`src/rtl/branch_pkg.sv`:
```
// Shared encodings for the EX-stage branch resolver.
package branch_pkg;

    typedef enum logic [2:0] {
        BR_NONE = 3'd0,
        BR_BEQ  = 3'd1,
        BR_BNE  = 3'd2,
        BR_BLT  = 3'd3,
        BR_BGE  = 3'd4,
        BR_JMP  = 3'd5
    } br_type_e;

    typedef enum logic {
        IDLE  = 1'b0,
        FLUSH = 1'b1
    } state_e;

    // Bit positions of the compare flags inside alu_result.
    localparam int LT_BIT = 0;
    localparam int GE_BIT = 1;

    // Codes 6 and 7 are unused and behave like BR_NONE.
    function automatic logic is_branch(input logic [2:0] t);
        return (t >= 3'(BR_BEQ)) && (t <= 3'(BR_JMP));
    endfunction

    function automatic logic br_taken(input logic [2:0] t, input logic z,
                                      input logic lt, input logic ge);
        logic tk;
        tk = 1'b0;
        case (t)
            3'(BR_BEQ): tk = z;
            3'(BR_BNE): tk = !z;
            3'(BR_BLT): tk = lt;
            3'(BR_BGE): tk = ge;
            3'(BR_JMP): tk = 1'b1;
            default:    tk = 1'b0;
        endcase
        return tk;
    endfunction

endpackage

```
`src/rtl/sat_counter.sv`:
```
// Statistics counter that sticks at all-ones instead of wrapping.
module sat_counter #(
    parameter int W = 16
) (
    input  logic         clk,
    input  logic         rst,
    input  logic         inc,
    input  logic         clr,
    output logic [W-1:0] count
);

    // Clear has priority over increment; increment stops at the maximum.
    always_ff @(posedge clk) begin
        if (rst || clr) begin
            count <= '0;
        end else if (inc && (count != '1)) begin
            count <= count + W'(1);
        end
    end

endmodule

```
`src/rtl/branch_resolve.sv`:
```
// EX-stage branch resolution: redirect pulse, wrong-path flush and statistics.
//
//   state | meaning
//   IDLE  | accepting branches from EX
//   FLUSH | squashing wrong-path IF/ID and ID/EX for FLUSH_CYCLES unstalled cycles
module branch_resolve
    import branch_pkg::*;
#(
    parameter int N            = 20,
    parameter int FLUSH_CYCLES = 2,
    parameter int CNT_W        = 16
) (
    input  logic             clk,
    input  logic             rst,
    input  logic             valid_ex,
    input  logic             stall,
    input  logic [2:0]       br_type,
    input  logic [N-1:0]     alu_result,
    input  logic             alu_z,
    input  logic [N-1:0]     pc_ex,
    input  logic [N-1:0]     imm_ex,
    input  logic             clr_stats,
    output logic             redirect,
    output logic [N-1:0]     target_pc,
    output logic             flush_if_id,
    output logic             flush_id_ex,
    output logic [CNT_W-1:0] br_count,
    output logic [CNT_W-1:0] taken_count
);

    localparam logic [2:0] FLUSH_LOAD = 3'(FLUSH_CYCLES);

    state_e     state;
    logic [2:0] flush_cnt;
    logic       accept;
    logic       taken;

    assign accept = valid_ex && !stall && (state == IDLE) && is_branch(br_type);
    assign taken  = br_taken(br_type, alu_z, alu_result[LT_BIT], alu_result[GE_BIT]);

    // Control FSM; all outputs registered so redirect and flushes rise together.
    always_ff @(posedge clk) begin
        if (rst) begin
            state       <= IDLE;
            flush_cnt   <= 3'd0;
            redirect    <= 1'b0;
            target_pc   <= '0;
            flush_if_id <= 1'b0;
            flush_id_ex <= 1'b0;
        end else begin
            redirect <= 1'b0;
            case (state)
                IDLE: begin
                    if (accept && taken) begin
                        state       <= FLUSH;
                        flush_cnt   <= FLUSH_LOAD;
                        redirect    <= 1'b1;
                        target_pc   <= pc_ex + imm_ex;
                        flush_if_id <= 1'b1;
                        flush_id_ex <= 1'b1;
                    end
                end
                FLUSH: begin
                    // A stalled pipeline has not advanced, so the squash is stretched.
                    if (!stall) begin
                        if (flush_cnt == 3'd1) begin
                            state       <= IDLE;
                            flush_cnt   <= 3'd0;
                            flush_if_id <= 1'b0;
                            flush_id_ex <= 1'b0;
                        end else begin
                            flush_cnt <= flush_cnt - 3'd1;
                        end
                    end
                end
                default: begin
                    state       <= IDLE;
                    flush_cnt   <= 3'd0;
                    flush_if_id <= 1'b0;
                    flush_id_ex <= 1'b0;
                end
            endcase
        end
    end

    sat_counter #(.W(CNT_W)) u_br_cnt (
        .clk   (clk),
        .rst   (rst),
        .inc   (accept),
        .clr   (clr_stats),
        .count (br_count)
    );

    sat_counter #(.W(CNT_W)) u_taken_cnt (
        .clk   (clk),
        .rst   (rst),
        .inc   (accept && taken),
        .clr   (clr_stats),
        .count (taken_count)
    );

endmodule

```
`config.mk`:
```
export PLATFORM = sky130hd
export DESIGN_NAME = branch_resolve
export DESIGN_NICKNAME = d
export VERILOG_FILES = /design/src/rtl/branch_pkg.sv /design/src/rtl/sat_counter.sv /design/src/rtl/branch_resolve.sv
export SDC_FILE = /design/constraint.sdc
export NUM_CORES = 1
export LEC_CHECK = 0
export ABC_CLOCK_PERIOD_IN_PS = 2500
export CORE_MARGIN = 8
export CORE_UTILIZATION = 41
export DETAILED_ROUTE_END_ITERATION = 6
export PLACE_DENSITY = 0.87
export SLEW_MARGIN = 10
export SYNTH_ARGS = -nofsm -noshare
export SYNTH_HDL_FRONTEND = slang
export SYNTH_SLANG_ARGS = --single-unit
```
`constraint.sdc`:
```
create_clock -name clk -period 2.5 [get_ports clk]
set_input_delay 0.5 -clock clk [delete_from_list [all_inputs] [get_ports clk]]
set_output_delay 0.5 -clock clk [all_outputs]
set_load 0.01 [all_outputs]
```
==> results.md, run 1 <==
Pwr:
- The portion of total power attributed to combinational logic is 0.212.
- The worst-case IR drop observed on VDD is 270.9 uV.
- Summed over all nets, the switching power comes to 0.6941 mW.
- Of the total power, the share spent switching nets is 0.2672.
- Of the total power, the clock network draws 0.422.
- The static leakage power is 2.071 nW.
- The internal power of the cells totals between 1.5 and 2 mW.
- The share of total power dissipated in sequential elements is 0.366.
- The overall power of the completed layout is ~2.6 mW.
- For this design the ratio of total power to cell area is approximately 480 mW/mm^2.

Detailed routing:
- The violation count after the first detailed-routing iteration is ~150.
- The final wirelength is approximately 11000 um.
- In the routed design, unresolved DRC markers number 0.
- The number of vias in the routed layout is 3889.
- The via density per instance is ~5.5.
- The first detailed-routing pass ran for 5 iterations.
- Dividing the detail-routed wire length by the instance count gives 15.75 um.
- In this run the remaining antenna-violating nets after routing total 0.

Clock tree:
- In this run the clock root is driven by a clkbuf_8.
- Hold repair after CTS inserted 0 buffers.
- The number of H-tree levels is 3.
- Counting the buffers created by CTS gives 9.
- The clock passes through at most 2 buffers.
- The CTS tree is yes.
- The clock net in this run drives a total of 58 sinks.
- The clock network latency to the later pin of the worst-skew pair is about 0.34 ns.
- The clock edge transition at the registers on the reported setup and hold paths is approximately 0.070 ns.

Final layout:
- From synthesis to final layout, the design area changed by 51.71%.
- The number of antenna diodes in the final layout is 0.
- The fill cell total of the finished layout is 694.
- The top cell types in the final layout, fill and taps aside, are clkdlybuf4s50_1, dfxtp_1, buf_4, nor2_1, nand2_1.
- The multi-input combinational cells in the finished layout cover a total of 0.002357 mm^2.
- The fraction of final layout cells sized beyond drive strength 1 is 0.1594.
- The library cell used most frequently in the layout, excluding fill and tap cells, is clkdlybuf4s50_1.
- The count of nets after finishing is 684.
- The sequential cells in the finished layout cover a total of ~0.0012 mm^2.
- The number of cells in the finished layout apart from fillers is between 700 and 800.

Global route:
- The number of antenna violations at the first check in global routing was 0.
- Entering global routing, the biggest net connects 25 pins.
- The first global-routing pass estimated between 15000 and 20000 um of wire.
- The global-route total usage across every layer is 0.1827.
- Global routing finished with a remaining overflow of 0.
- The via count of the first global-routing pass is 3928.

Yosys:
- Synthesis inferred 58 register bits.
- In the post-synthesis netlist, the biggest area contributors are dfxtp_1, ha_1, xnor2_1.
- The synthesized netlist net count is approximately 530.
- The largest area contributor in the netlist is dfxtp_1.
- The fraction of the yosys area taken by sequential cells is 0.3240.
- The mean instance size in the synthesized netlist is 8.181 um^2.
- The distinct cell type count after synthesis is 56.
- The proportion of register bits with asynchronous set or reset after synthesis is 0.
- The number of standard cells after synthesis is 438.
- The count of flip-flops with a built-in enable after synthesis is 0.
- The synthesized area is between 0.003 and 0.004 mm^2.
- Among all flip-flop cells after synthesis, the most frequent one is dfxtp_1.
- Yosys printed 0 warnings.
- Of the post-synthesis cell area, the dominant cell type holds 0.3240.

Critical path:
- The category of the most critical setup path is in -> reg.
- The critical path goes through clkdlybuf4s50_1 -> ha_1 -> a21o_1 -> a211o_1 -> buf_4 -> a221o_1 -> a21oi_2 -> mux2i_1 -> nand2_1.
- The data required time of the worst path is 2.73 ns.
- The maximum cell stage delay along the critical path is roughly 0.4 ns.
- STA classifies the critical path startpoint as an input port.
- The arrival time at the worst endpoint is roughly 2.6 ns.
- Together, buffers and inverters on the worst path number 2.
- The slowest stage of the critical path is the clkdlybuf4s50_1 cell.
- The endpoint kind of the worst setup timing path is a flip-flop.
- In this run the worst path has a maximum fanout of 4.
- Broken down by cell family, the worst path's largest delay share belongs to compound AO/OA/AOI/OAI gates.

Placed design:
- The HPWL reported at the end of detailed placement is around 8600 um.
- The number of buffers inserted by port buffering is between 100 and 150.
- The congestion estimate from routability-driven global placement came to ~0.93.
- The number of placed instances, taps included, is between 600 and 700.

Flow run:
- The max capacitance violation total is 0.

Floorplan:
- The floorplan step set the die width to 109.5 um.
- In this run the core area contains 34 standard-cell rows.
- The initial utilization of the core area, before any placement, comes to 0.4170.
- The overall die area is between 0.01 and 0.015 mm^2.
- 124 I/O pins were placed.
- The core outline area is between 0.008 and 0.009 mm^2.
- The die extent in y is roughly 110 um.

Timing:
- Summed over all failing endpoints, the final setup total negative slack is 0 ns.
- The final clock skew is approximately 0.010 ns.
- The normalized max-slew margin is 0.6589.
- Dividing the final minimum period by the clock period gives 0.9638.
- The transition time at the pin with the least slew margin is around 0.51 ns.
- The smallest clock period supported by the final layout is computed as around 2.4 ns.
- The final max-slew violation count is 0.
- The fmax is a little over 0.4 GHz.
- The count of endpoints failing hold in the final timing report came to 0.
- The number of setup violations in the final report is 0.

Run status:
- The flow ran to the end, and the final reports show no timing, DRC or antenna violations.

Min path:
- The path class of the tightest hold or removal check is reg -> reg.
[cell families (layout without fill, tap and decap cells)]
| group | count (synthesis) | after routing | share of synthesized area |
|---|---|---|---|
| adder cells (fa/ha/maj) | 24 | 24 | 0.08590 |
| AO/OA/AOI/OAI | 108 | 108 | 0.1990 |
| AND/OR/NAND/NOR | 180 | 180 | 0.2615 |
| XOR/XNOR | 35 | 35 | 0.08555 |
| flip-flops | 58 | 58 | 0.3240 |
| buffers and inverters | 29 | 187 | 0.03282 |
| multiplexers | 4 | 4 | 0.01117 |
[cell usage after synthesis, types with 14 or more instances]
cell type,n
ha_1,23
xnor2_1,21
dfxtp_1,58
nor3_1,18
a21oi_1,34
nand3_1,16
nand2_1,39
xor2_1,14
nand4_1,15
o21ai_0,24
nor2_1,46
[path summary, 6_finish.rpt]
check,startpoint,slack [ns],cells after the start,end
setup / recovery,pc_ex[12],0.09,9,target_pc[18]$_SDFFE_PP0P_
hold / removal,target_pc[7]$_SDFFE_PP0P_,0.47,2,target_pc[7]$_SDFFE_PP0P_
setup reg to reg,state$_SDFF_PP0_,0.36,7,u_br_cnt.count[14]$_SDFFE_PP0P_
hold reg to reg,target_pc[7]$_SDFFE_PP0P_,0.47,2,target_pc[7]$_SDFFE_PP0P_
[sequential cells by signal, indices dropped and copies added, names as in the netlist]
name and cells:
target_pc 20, u_br_cnt.count 16, u_taken_cnt.count 16, flush_cnt 3, flush_id_ex 1, redirect 1, state 1
[worst register-to-register path: cells and delay by family, from the launching register on]
| family | cells | cell delay, ns |
|---|---|---|
| flops | 1 | 0.34 |
| simple gates | 3 | 1.06 |
| buf+inv | 2 | 0.34 |
| compound gates | 2 | 0.33 |
[final cells by class]
class / count / share of cell area
clock buffers: 9 / 0.02278
clock inverters: 7 / 0.02278
inverters: 11 / 0.007595
multi-input cells: 351 / 0.4336
flip-flops and latches: 58 / 0.2136
well taps: 108 / 0.02486
repair buffers: 160 / 0.2748
[stage by stage]
step	setup WS (ns)	hold WS [ns]	utilization	cell area (um^2)
after floorplan	0.09201	0.4761	-	3583
after global placement	-0.3582	0.4439	0.5958	5120
after detailed placement	-0.4472	0.4550	0.5958	5120
after CTS	0.0008491	0.4665	0.6255	5375
after global routing	-0.002185	0.4875	0.6326	5436
final	0.09059	0.4686	0.6326	5436
[what timing repair did]
item,CTS,global route
pin swaps,0,10
setup endpoints to repair,5,24
gates resized for setup,3,13
buffers inserted,0,2
cloned,0,0
[metal layers]
layer / wire length [um] / vias up / track usage
met3: 924 / 17 / 0.05275
met1: 4655 / 1820 / 0.2100
met5: 0 / - / 0
li1: - / 1899 / -
met2: 5350 / 153 / 0.3183
met4: 157 / 0 / 0.05979
[power groups by stage]
stage          clock network [mW]  logic (mW)  registers (mW)
6_report                     1.10       0.551           0.951
5_1_grt                      1.15       0.596           0.953
4_1_cts                      1.11       0.529           0.951
3_5_place_dp                    0       0.523           0.972
3_3_place_gp                    0       0.508           0.971
2_1_floorplan                   0       0.256           0.976
(Power assumes the default switching activity.)
==> inputs of run 2 (changes only) <==
Settings changed: CORE_ASPECT_RATIO from default to 2, GPL_TIMING_DRIVEN from default to 0.
==> results.md, run 2 (synthesis gave the netlist of run 1 again) <==
Timing:
- The smallest setup slack after layout is 0.06243 ns (-0.02816 ns).
- The transition time at the pin with the least slew margin is 0.5979 ns (+0.08691 ns).
- The final setup TNS is 0 ns (unchanged).
- The final critical delay including setup and external delays was 2.438 ns (+0.02816 ns).
- The final max-slew violation count is 0 (unchanged).
- The count of endpoints failing hold in the final timing report is 0 (unchanged).
- The number of setup violations in the final report is 0 (unchanged).
- The fmax was 0.4102 GHz (-1.2%).
- The worst hold margin was 0.4609 ns (-0.007693 ns).
- The post-route fraction of the period consumed by the critical path came to 0.9750 (+0.01126).
- The final clock skew is 0.003693 ns (-0.006687 ns).
- The normalized max-slew margin came to 0.6014 (-0.05756).

Detailed routing:
- The residual DRC count is 0 (unchanged).
- The first-pass iteration count of the detailed router is 4 (-1).
- The remaining number of nets flagged by the antenna check after routing is 0 (unchanged).
- The routed length on met1 is 3999 um (-14%).
- The highest metal layer carrying signal wires in the routed design is met4.
- The wire length on met3 is 583 um (-37%).
- The violation count after the first detailed-routing iteration is 230 (+49%).
- The number of vias in the routed layout was 3785 (-2.7%).
- The via density per instance is 5.700 (+3.2%).
- The routed wire length on met2 is 6402 um (+20%).
- The wire length per cell is 17.22 um (+9.3%).
- The final wirelength came to 11430 um (+3.1%).

Pwr:
- The net switching power is 0.7057 mW (+1.7%).
- The portion of total power attributed to combinational logic is 0.185 (-0.027).
- The sequential share of power is 0.341 (-0.025).
- The static leakage power is 1.928 nW (-6.9%).
- The portion of total power attributed to the clock network is 0.474 (+0.052).
- The total internal power is 2.092 mW (+9.9%).
- The largest voltage drop on the vdd net is 410.5 uV (+52%).
- The power density normalized to cell area was 527.4 mW/mm^2 (+10%).
- The switching part of the total power was 0.2523 (-0.01490).
- The overall power of the completed layout was 2.797 mW (+7.7%).

Placed design:
- The final weighted congestion of routability-driven global placement is 0.8828 (-5.5%).
- The HPWL reported at the end of detailed placement came to 8930 um (+3.5%).
- The number of buffers inserted by port buffering is 104 (-0.95%).
- The worst slack at placement is -0.6706 ns (-0.2234 ns).
- The placed instance count is 642 (-6.4%).

Critical path:
- The arrival time at the worst endpoint came to 2.65 ns (about the same).
- STA classifies the critical path endpoint as a flip-flop.
- The worst setup path is of the in -> reg kind.
- The reg2reg setup slack is 0.28 ns (-0.08 ns).
- In this run the critical register-to-register path is captured at u_taken_cnt.count[15]$_SDFFE_PP0P_.
- The worst setup path is launched from an input port.
- The data required time of the worst path is 2.72 ns (about the same).
- The depth of the worst register-to-register path is 7 (unchanged).
- The startpoint identified for the worst register-to-register timing path is u_taken_cnt.count[0]$_SDFFE_PP0P_.
- The peak fanout along the critical path is 9 (+5).

Floorplan:
- The top-level I/O count is 124 (unchanged).
- The number of rows in the core area came to 48 (+41%).
- The die extent in y is 148.2 um (+35%).
- The initial cell density of the core is 0.4172 (about the same).
- The core outline area is 0.008588 mm^2 (about the same).
- The horizontal die dimension is 82.11 um (-25%).
- The overall die area was 0.01217 mm^2 (+1.5%).

Global route:
- The wire length of the first global-routing pass is 18300 um (+2.3%).
- The maximum number of pins on one net before global-route repair is 11 (-56%).
- The via count of the first global-routing pass is 3822 (-2.7%).
- The global-route congestion overflow total was 0 (unchanged).
- The number of antenna violations at the first check in global routing is 0 (unchanged).
- The global-route total usage across every layer is 0.1899 (+0.007124).

Clock tree:
- The number of hold buffers added after CTS was 0 (unchanged).
- The number of H-tree levels came to 3 (unchanged).
- The CTS tree is yes.
- The clock edge transition at the registers on the reported setup and hold paths is 0.05 ns (-0.02 ns).
- The clock network latency to the later pin of the worst-skew pair is 0.33 ns (about the same).
- The sink count of the clock tree came to 58 (unchanged).
- The number of buffers between clock root and the deepest sink came to 2 (unchanged).
- Clock tree synthesis selected as its root buffer the cell clkbuf_16.
- The TritonCTS buffer count is 9 (unchanged).

Final layout:
- The antenna cell count is 0 (unchanged).
- The largest registers in the layout are target_pc (20), u_br_cnt.count (16), u_taken_cnt.count (16).
- The library cells used most frequently in the layout, excluding fill and tap cells, are clkdlybuf4s50_1, dfxtp_1, nor2_1, nand2_1, a21oi_1.
- The area occupied by registers is 0.001161 mm^2 (unchanged).
- The number of cells in the finished layout apart from fillers is 664 (-5.7%).
- Relative to the synthesized area, the layout overhead comes to 48.01%.
- The most flop-heavy register is target_pc.
- The multi-input gate area in the final layout came to 0.002465 mm^2 (+4.6%).
- The count of nets after finishing is 652 (-4.7%).
- The fraction of final layout cells sized beyond drive strength 1 is 0.1117 (-0.04769).
- The flip-flop count of the largest register, all copies and words added is 20 (unchanged).
- The fill cell total of the finished layout is 736 (+6.1%).
- The most common cell after layout, fill and taps aside is clkdlybuf4s50_1.

Run status:
- The flow ran to the end, and the final reports show no timing, DRC or antenna violations.

Min path:
- The path with the worst hold slack has its endpoint at target_pc[7]$_SDFFE_PP0P_.
- The hold-critical path depth was 2 (unchanged).
- The startpoint of the lowest-slack hold path is target_pc[7]$_SDFFE_PP0P_.
- The worst hold path belongs to the class reg -> reg.

Flow run:
- The max capacitance violation total is 0 (unchanged).
run 2: cell types whose count changed in the layout (fill, tap and decap cells not counted), sizes merged:
cell           before  now
buf                55   14
bufinv              3    2
clkbuf              9   21
clkdlybuf4s50     103  101
clkinv              1    2
dlymetal6s2s        2    3
inv                13   11
run 2: timing repair:
item	CTS	global route
gates cloned	0	0
setup endpoints to repair	33	29
gates resized for setup	21	25
pin swaps	8	7
setup buffers	4	4
run 2: layer usage:
metal  GRT usage  vias to the layer above
met4      0.1115                        0
met2      0.3484                      122
met3     0.04172                       32
li1            -                     1836
met1      0.1806                     1795
met5           0                        -
run 2: per-stage QoR:
| stage | util | cell area, um^2 |
|---|---|---|
| 2_1_floorplan | - | 3583 |
| 3_3_place_gp | 0.5530 | 4750 |
| 3_5_place_dp | 0.5530 | 4750 |
| 4_1_cts | 0.6029 | 5177 |
| 5_1_grt | 0.6176 | 5304 |
| 6_report | 0.6176 | 5304 |
run 2: critical path, cell delays in order:
cell and delay, ns:
clkdlybuf4s50_1 0.52, ha_4 0.25, a21o_1 0.21, a211o_4 0.37, nor3_4 0.15, nand2_2 0.11, a211o_1 0.28, a32o_1 0.26
run 2: worst max path at each step:
stage	startpoint	end
3_5_place_dp	pc_ex[0]	target_pc[14]$_SDFFE_PP0P_
3_3_place_gp	pc_ex[0]	target_pc[16]$_SDFFE_PP0P_
4_1_cts	pc_ex[1]	target_pc[17]$_SDFFE_PP0P_
5_1_grt	br_type[2]	target_pc[11]$_SDFFE_PP0P_
2_1_floorplan	pc_ex[0]	target_pc[14]$_SDFFE_PP0P_
6_report	pc_ex[12]	target_pc[17]$_SDFFE_PP0P_
run 2: power by group through the flow:
stage | sequential [mW] | combinational [mW] | clock (mW)
2_1_floorplan | 0.976 | 0.256 | 0
3_3_place_gp | 0.971 | 0.442 | 0
3_5_place_dp | 0.972 | 0.452 | 0
4_1_cts | 0.953 | 0.487 | 1.34
5_1_grt | 0.955 | 0.559 | 1.38
6_report | 0.953 | 0.517 | 1.33
run 2: area by class of cell:
cell class,count,area share
Multi-Input combinational cell,351,0.4647
Timing Repair Buffer,112,0.2097
Tap cell,100,0.02359
Clock inverter,5,0.01463
Clock buffer,11,0.04577
Inverter,11,0.007785
Sequential cell,58,0.2189
Buffer,16,0.01486
